File: config.mk
export PLATFORM = sky130hd
export DESIGN_NAME = fetch_aligner
export DESIGN_NICKNAME = d
export VERILOG_FILES = /design/src/rtl/fetch_aligner.sv
export SDC_FILE = /design/constraint.sdc
export NUM_CORES = 1
export LEC_CHECK = 0
export CORE_MARGIN = 1.5
export CORE_UTILIZATION = 56
export CTS_CLUSTER_SIZE = 40
export DETAILED_ROUTE_END_ITERATION = 10
export GPL_TIMING_DRIVEN = 1
export HOLD_SLACK_MARGIN = 0.15
export PLACE_DENSITY = 0.81
export SKIP_LAST_GASP = 1
export SLEW_MARGIN = 20
export SYNTH_ARGS = -nofsm -noshare
export SYNTH_HDL_FRONTEND = slang
export SYNTH_SLANG_ARGS = --single-unit
File: constraint.sdc
create_clock -name clk -period 5 [get_ports clk]
set_clock_uncertainty 0.15 [all_clocks]
set_input_delay 1 -clock clk [delete_from_list [all_inputs] [get_ports clk]]
set_output_delay 1 -clock clk [all_outputs]
set_load 0.1 [all_outputs]
File: src/rtl/fetch_aligner.sv
// Instruction-fetch aligner: buffers I-cache halfwords and presents one 16/32-bit instruction per cycle.
// Optional build macro ICACHE_BYTE_SWAP_EN byte-reverses each 32-bit lane of the fetch word.
module fetch_aligner #(
    parameter logic [31:0] RESET_PC = 32'h0000_0000,
    parameter int          FETCH_W  = 32,
    parameter int          BUF_HW   = 8
) (
    input  logic                              clk,
    input  logic                              rst,
    input  logic                              redirect_i,
    input  logic [31:0]                       redirect_pc_i,
    output logic                              icache_req_o,
    output logic [31-$clog2(FETCH_W/8):0]     icache_addr_o,
    input  logic [FETCH_W-1:0]                icache_data_i,
    input  logic                              icache_stall_i,
    output logic                              instr_valid_o,
    input  logic                              instr_ready_i,
    output logic [31:0]                       instr_o,
    output logic                              instr_c_o,
    output logic [31:0]                       instr_pc_o
);
    localparam int WB  = $clog2(FETCH_W/8);
    localparam int NHW = FETCH_W/16;
    localparam int PW  = $clog2(BUF_HW);

    typedef logic [PW:0]    ptr_t;
    typedef logic [PW-1:0]  idx_t;
    typedef logic [31-WB:0] faddr_t;

    localparam ptr_t FILL_MAX = ptr_t'(BUF_HW - NHW);

    logic [15:0]        hbuf [BUF_HW];
    ptr_t               wr_ptr, rd_ptr, count;
    faddr_t             fetch_addr;
    logic [WB-2:0]      drop;
    logic [31:0]        head_pc;
    logic [FETCH_W-1:0] fetch_data;
    logic [31:0]        tgt;
    logic [15:0]        h0, h1;
    logic               is_c, have, hit, pop;
    logic               unused_ok;

`ifdef ICACHE_BYTE_SWAP_EN
    always_comb begin
        fetch_data = '0;
        for (int l = 0; l < FETCH_W/32; l++) begin
            fetch_data[32*l +: 32] = {icache_data_i[32*l +: 8], icache_data_i[32*l+8 +: 8],
                                      icache_data_i[32*l+16 +: 8], icache_data_i[32*l+24 +: 8]};
        end
    end
`else
    assign fetch_data = icache_data_i;
`endif

    assign count = wr_ptr - rd_ptr;
    // Request only when a whole fetch word fits; a same-cycle pop earns no credit.
    assign icache_req_o  = !rst && !redirect_i && (count <= FILL_MAX);
    assign hit           = icache_req_o && !icache_stall_i;
    assign icache_addr_o = fetch_addr;

    assign h0   = hbuf[rd_ptr[PW-1:0]];
    assign h1   = hbuf[rd_ptr[PW-1:0] + idx_t'(1)];
    assign is_c = (h0[1:0] != 2'b11);
    assign have = is_c ? (count != '0) : (count >= ptr_t'(2));

    assign instr_valid_o = !rst && have;
    assign instr_o       = is_c ? {16'd0, h0} : {h1, h0};
    assign instr_c_o     = is_c;
    assign instr_pc_o    = rst ? RESET_PC : head_pc;
    assign pop           = instr_valid_o && instr_ready_i;

    // Reset is treated as a redirect to RESET_PC.
    assign tgt       = rst ? RESET_PC : redirect_pc_i;
    assign unused_ok = tgt[0];

    always_ff @(posedge clk) begin
        if (hit) begin
            for (int i = 0; i < NHW; i++) begin
                if (i >= int'(drop))
                    hbuf[idx_t'(wr_ptr) + idx_t'(i) - idx_t'(drop)] <= fetch_data[16*i +: 16];
            end
        end
    end

    always_ff @(posedge clk) begin
        if (rst || redirect_i) begin
            wr_ptr     <= '0;
            rd_ptr     <= '0;
            head_pc    <= {tgt[31:1], 1'b0};
            fetch_addr <= tgt[31:WB];
            drop       <= tgt[WB-1:1];
        end else begin
            if (hit) begin
                wr_ptr     <= wr_ptr + ptr_t'(NHW) - ptr_t'(drop);
                fetch_addr <= fetch_addr + faddr_t'(1);
                drop       <= '0;
            end
            if (pop) begin
                rd_ptr  <= rd_ptr + (is_c ? ptr_t'(1) : ptr_t'(2));
                head_pc <= head_pc + (is_c ? 32'd2 : 32'd4);
            end
        end
    end
endmodule

Word-level counts from Yosys, hierarchy flattened
Memory sizes are Yosys's and may differ from the RTL's. A register that Yosys moved wholly into a read port is not among the register bits.
Cells that the tools add are included.
{ "word_totals": {"regBits": 71, "mem_bits_rw": 128, "input_bits": 69, "elab_cells": 52, "n_memories": 1} }
{ "classes": {"add_sub_neg": 10, "order_cmp": 3, "eq_ne": 1, "n_mux": 19, "n_reduce_logical": 12} }
{ "mem_list": {"columns": ["name", "depth", "width", "read_ports", "rd_ports_with_merged_regs", "wr", "line_no", "text"], "rows": [
  ["hbuf", 8, 16, 2, 1, 2, "32", "logic [15:0] hbuf [BUF_HW];"]
]} }
{ "op_table": {"columns": ["cell", "n"], "rows": [
  ["$mux 32", 5],
  ["$mux 30", 2],
  ["$add 32x3->32", 1],
  ["$add 30x1->30 const B", 1],
  ["$mux 3", 3],
  ["$mux 1", 8],
  ["$add 3x1->3 const B", 2],
  ["$sub 3x1->3", 2],
  ["$logic_and 1x1->1", 5],
  ["$add 4x2->4", 1],
  ["$add 4x2->4 const B", 1],
  ["$ge 4x2->1 const B", 1],
  ["$le 4x3->1 const B", 1],
  ["$reduce_bool 2->1", 2],
  ["$reduce_bool 4->1", 1],
  ["$sub 4x1->4", 1],
  ["$sub 4x4->4", 1],
  ["$logic_not 1->1", 3],
  ["$mux 2", 1],
  ["$ne 2x2->1 const B", 1],
  ["$ge 1x1->1 const A", 1],
  ["$logic_or 1x1->1", 1]
]} }

Logic depth before layout (Yosys ltp)
{ "depth": {"depth_word": 7, "depth_mapped": 14, "mapped_depth_nobuf": 11} }

Worst setup path after synthesis
No wires, ideal clock.
{ "synth_path": {"path_type": "register to output", "start": "register (tool-made name)", "end": "output instr_o[23]", "t_arrival_ns": 4.084, "slack_ns": -0.234, "path_stages_with_launch": 7, "n_path_buf": 2, "path_cell_list": "dfxtp_1 clkbuf_1 mux4_2 mux2_2 nand2_1 clkbuf_1 a21oi_1"} }
{ "synth_rtl": {"columns": ["item", "line_no", "text"], "rows": [
  ["end, declared", "18", "output logic [31:0] instr_o,"]
]} }

==> run_results.csv <==
group,metric,value,unit
finish,layout-drive-gt1-share,30.85,%
outcome,status,"finished, final reports clean",
yosys,synth_largest_area_cell,"edfxtp_1",
worst_setup_path,crit_path_start_kind,"flop",
routing,vias,8755,
placed_design,dp.cells,1353,
finish,insertedDiodeCount,0,
finish,final_nets,1184,
yosys,synth_fp_nets,1032,
yosys,synth_edf_count,190,
sta,fmax,235.6,MHz
grt,grt_pass1_wl,50.14,mm
yosys,synthCells,945,
die,start_util,57.09,%
finish,syn_to_final_growth,20.69,%
placed_design,hpwlAfterDp,21.29,mm
clock_tree,h-tree-depth,1,
sta,rsz0062_at_grt,"false",
routing,ant_nets,0,
worst_setup_path,arrival,3.09,ns
power_and_ir_drop,power_density,298.7,nW/µm²
job,drv_cap,0,
clock_tree,clk_latency,0.52,ns
hold_path,whs_path_depth,2,
placed_design,portBuffers,163,
clock_tree,cts_max_path_buffers,3,
grt,grt_max_degree,66,
grt,grt_usage,27.54,%
die,fp.dieW,152.4,µm
worst_setup_path,reg2reg_slack,1.08,ns
sta,worst_slew_pin_slew,1.164,ns
hold_path,hp-class,"reg -> reg",
clock_tree,numCtsBuffers,22,
routing,wl_per_cell,23.32,µm
routing,viasPerCell,6.290,
sta,setup_viol,0,
clock_tree,cts_resized,0,
yosys,ys_warn_count,0,
clock_tree,cts_setup_buffers,0,
clock_tree,cts.sinks,201,
sta,relSlewSlack,22.34,%
worst_setup_path,r2r_start,"wr_ptr[2]$_SDFFE_PN0P_",
routing,dr.pass1.iters,5,
worst_setup_path,setup.worst_path.class,"reg -> out",
grt,grt_pass1_vias,8894,
power_and_ir_drop,power_leakage,5.353,nW
clock_tree,holdBufCountCts,0,
sta,drv_slew,0,
die,design.core.area,21890,µm²
power_and_ir_drop,ir_drop,0.2516,mV
hold_path,hp-start,"rd_ptr[3]$_SDFFE_PN0N_",
sta,finalCritPeriodShare,84.88,%
die,io_pins,166,
yosys,synth-seq-cells,201,
sta,layout_min_cycle_time,4.244,ns
yosys,synth.cell_area,12500,µm²
yosys,synth_async_sr_flop_share,0,%
yosys,synth_cell_types,53,
clock_tree,clk_pin_slew,0.06,ns
yosys,ys_top_cells_by_area,"edfxtp_1 (46%), mux4_2 (12%), mux2_2 (9.7%)",
grt,antenna_found_initial,2,
die,die_area,23220,µm²
yosys,syn_area_per_cell,13.23,µm²
yosys,synth_ff_type,"edfxtp_1",
clock_tree,cts_tree,"yes",
worst_setup_path,crit_fanout,12,
worst_setup_path,worst-r2r-cell-count,7,
sta,hold_viol,0,
worst_setup_path,rr_endpoint,"hbuf[3][15]$_DFFE_PP_",
worst_setup_path,cp.required,3.85,ns
routing,wirelength,32.46,mm
yosys,ys_seq_area_share,47.41,%
routing,drc_errors,0,
hold_path,min_to,"rd_ptr[3]$_SDFFE_PN0N_",
sta,fin_setup_tns,0,ns
die,rows,54,
yosys,synth_top_cell_area_share,45.65,%
routing,drt-initial-drc-count,810,
clock_tree,cts_root_buffer,"clkbuf_16",
worst_setup_path,cp-end-kind,"primary output",
die,die_h,152.4,µm
grt,grt_overflow,0,
placed_design,gp_congestion,0.8680,
finish,instances_no_fill,1392,
cell type report:
type | count | area [µm²]
sequential | 201 | 5927
clock buffer | 26 | 565.5
clock inverter | 13 | 68.82
timing repair buffer | 189 | 1894
fill | 1528 | 6807
multi-input combinational | 639 | 6113
tap | 280 | 350.3
inverter | 44 | 165.2
critical path: stages, from the launching register on:
cell             delay (ns)
dfxtp_1                0.80
mux4_2                 0.41
mux2_2                 0.35
clkdlybuf4s50_1        1.01
how the worst max path moves through the flow:
stage / startpoint / slack [ns] / to
2_1_floorplan: flop / 0.05 / instr_o[23]
3_3_place_gp: redirect_i / 0.66 / hbuf[3][10]$_DFFE_PP_
3_5_place_dp: redirect_i / 0.62 / hbuf[3][10]$_DFFE_PP_
4_1_cts: flop / 0.74 / instr_o[0]
5_1_grt: flop / 0.71 / instr_o[0]
6_report: flop / 0.76 / instr_o[0]
cell families (layout without fill, tap and decap cells):
group / after synthesis / in the layout / share of synthesized area (%)
muxes: 211 / 211 / 25.83
and+or+nand+nor: 216 / 216 / 9.611
other: 1 / 1 / 0.03000
xor gates and xnor gates: 64 / 64 / 4.485
buffers and inverters: 105 / 272 / 4.004
AOI/OAI and AO/OA: 129 / 129 / 6.647
DFF: 201 / 201 / 47.41
adders and majority gates: 18 / 18 / 1.982
per-stage QoR:
step           worst slack, ns  hold WS [ns]  instance area [µm²]  power, mW  util (%)
2_1_floorplan          0.05373        0.3092                12500      2.774         -
3_3_place_gp            0.6583        0.3180                14440      3.057     65.95
3_5_place_dp            0.6231        0.3411                14440      3.076     65.95
4_1_cts                 0.7358        0.3519                15070      4.518     68.85
5_1_grt                 0.7124        0.3651                15080      4.633     68.91
6_report                0.7562        0.3494                15080      4.506     68.91
synthesized netlist by cell type (all sizes together) (2+ instances only):
cell    count
clkbuf     38
nand4      18
nor2b      32
and4        6
a211oi      6
nor4       10
mux2      144
mux2i       3
xnor2      39
buf        23
o21ai       6
and3       16
a21o        2
a22o        2
o21bai      7
dfxtp      11
nor2       27
inv        44
nand2      55
nor3       14
edfxtp    190
and2        4
ha         15
a21boi     43
a21oi      52
fa          3
mux4       64
o21a        2
xor2       25
o31ai       3
nand3      28
metal layers:
metal  vias to the layer above  track usage, %  part of all wire (%)
met1                      4340           36.84                    39
met4                         4           9.293                   2.7
met5                         -               0                  0.10
li1                       3907               -                     -
met3                        74           5.489                   8.9
met2                       430           45.23                    49
flip-flops by register name, indices dropped and copies added (netlist names), named ones only:
register and flops:
hbuf 128, wr_ptr 4, drop 1, rd_ptr 4
icache_addr_o 30, head_pc 31
cells in the final DEF, fill, tap and decap left out, drive strengths merged, types with 26 or more instances in the layout:
cell,instances
nand2,55
nor2,27
a21oi,52
clkbuf,26
edfxtp,190
mux2,144
nand3,28
a21boi,43
nor2b,32
mux4,64
inv,45
buf,88
clkdlybuf4s50,101
xnor2,39
power by group:
group	switching (mW)	leakage [nW]	internal, mW
Clock	0.652	0.309	0.807
Combinational	0.702	3.12	0.343
Sequential	0.0716	1.92	1.93
Power figures use the tool's default switching activity.
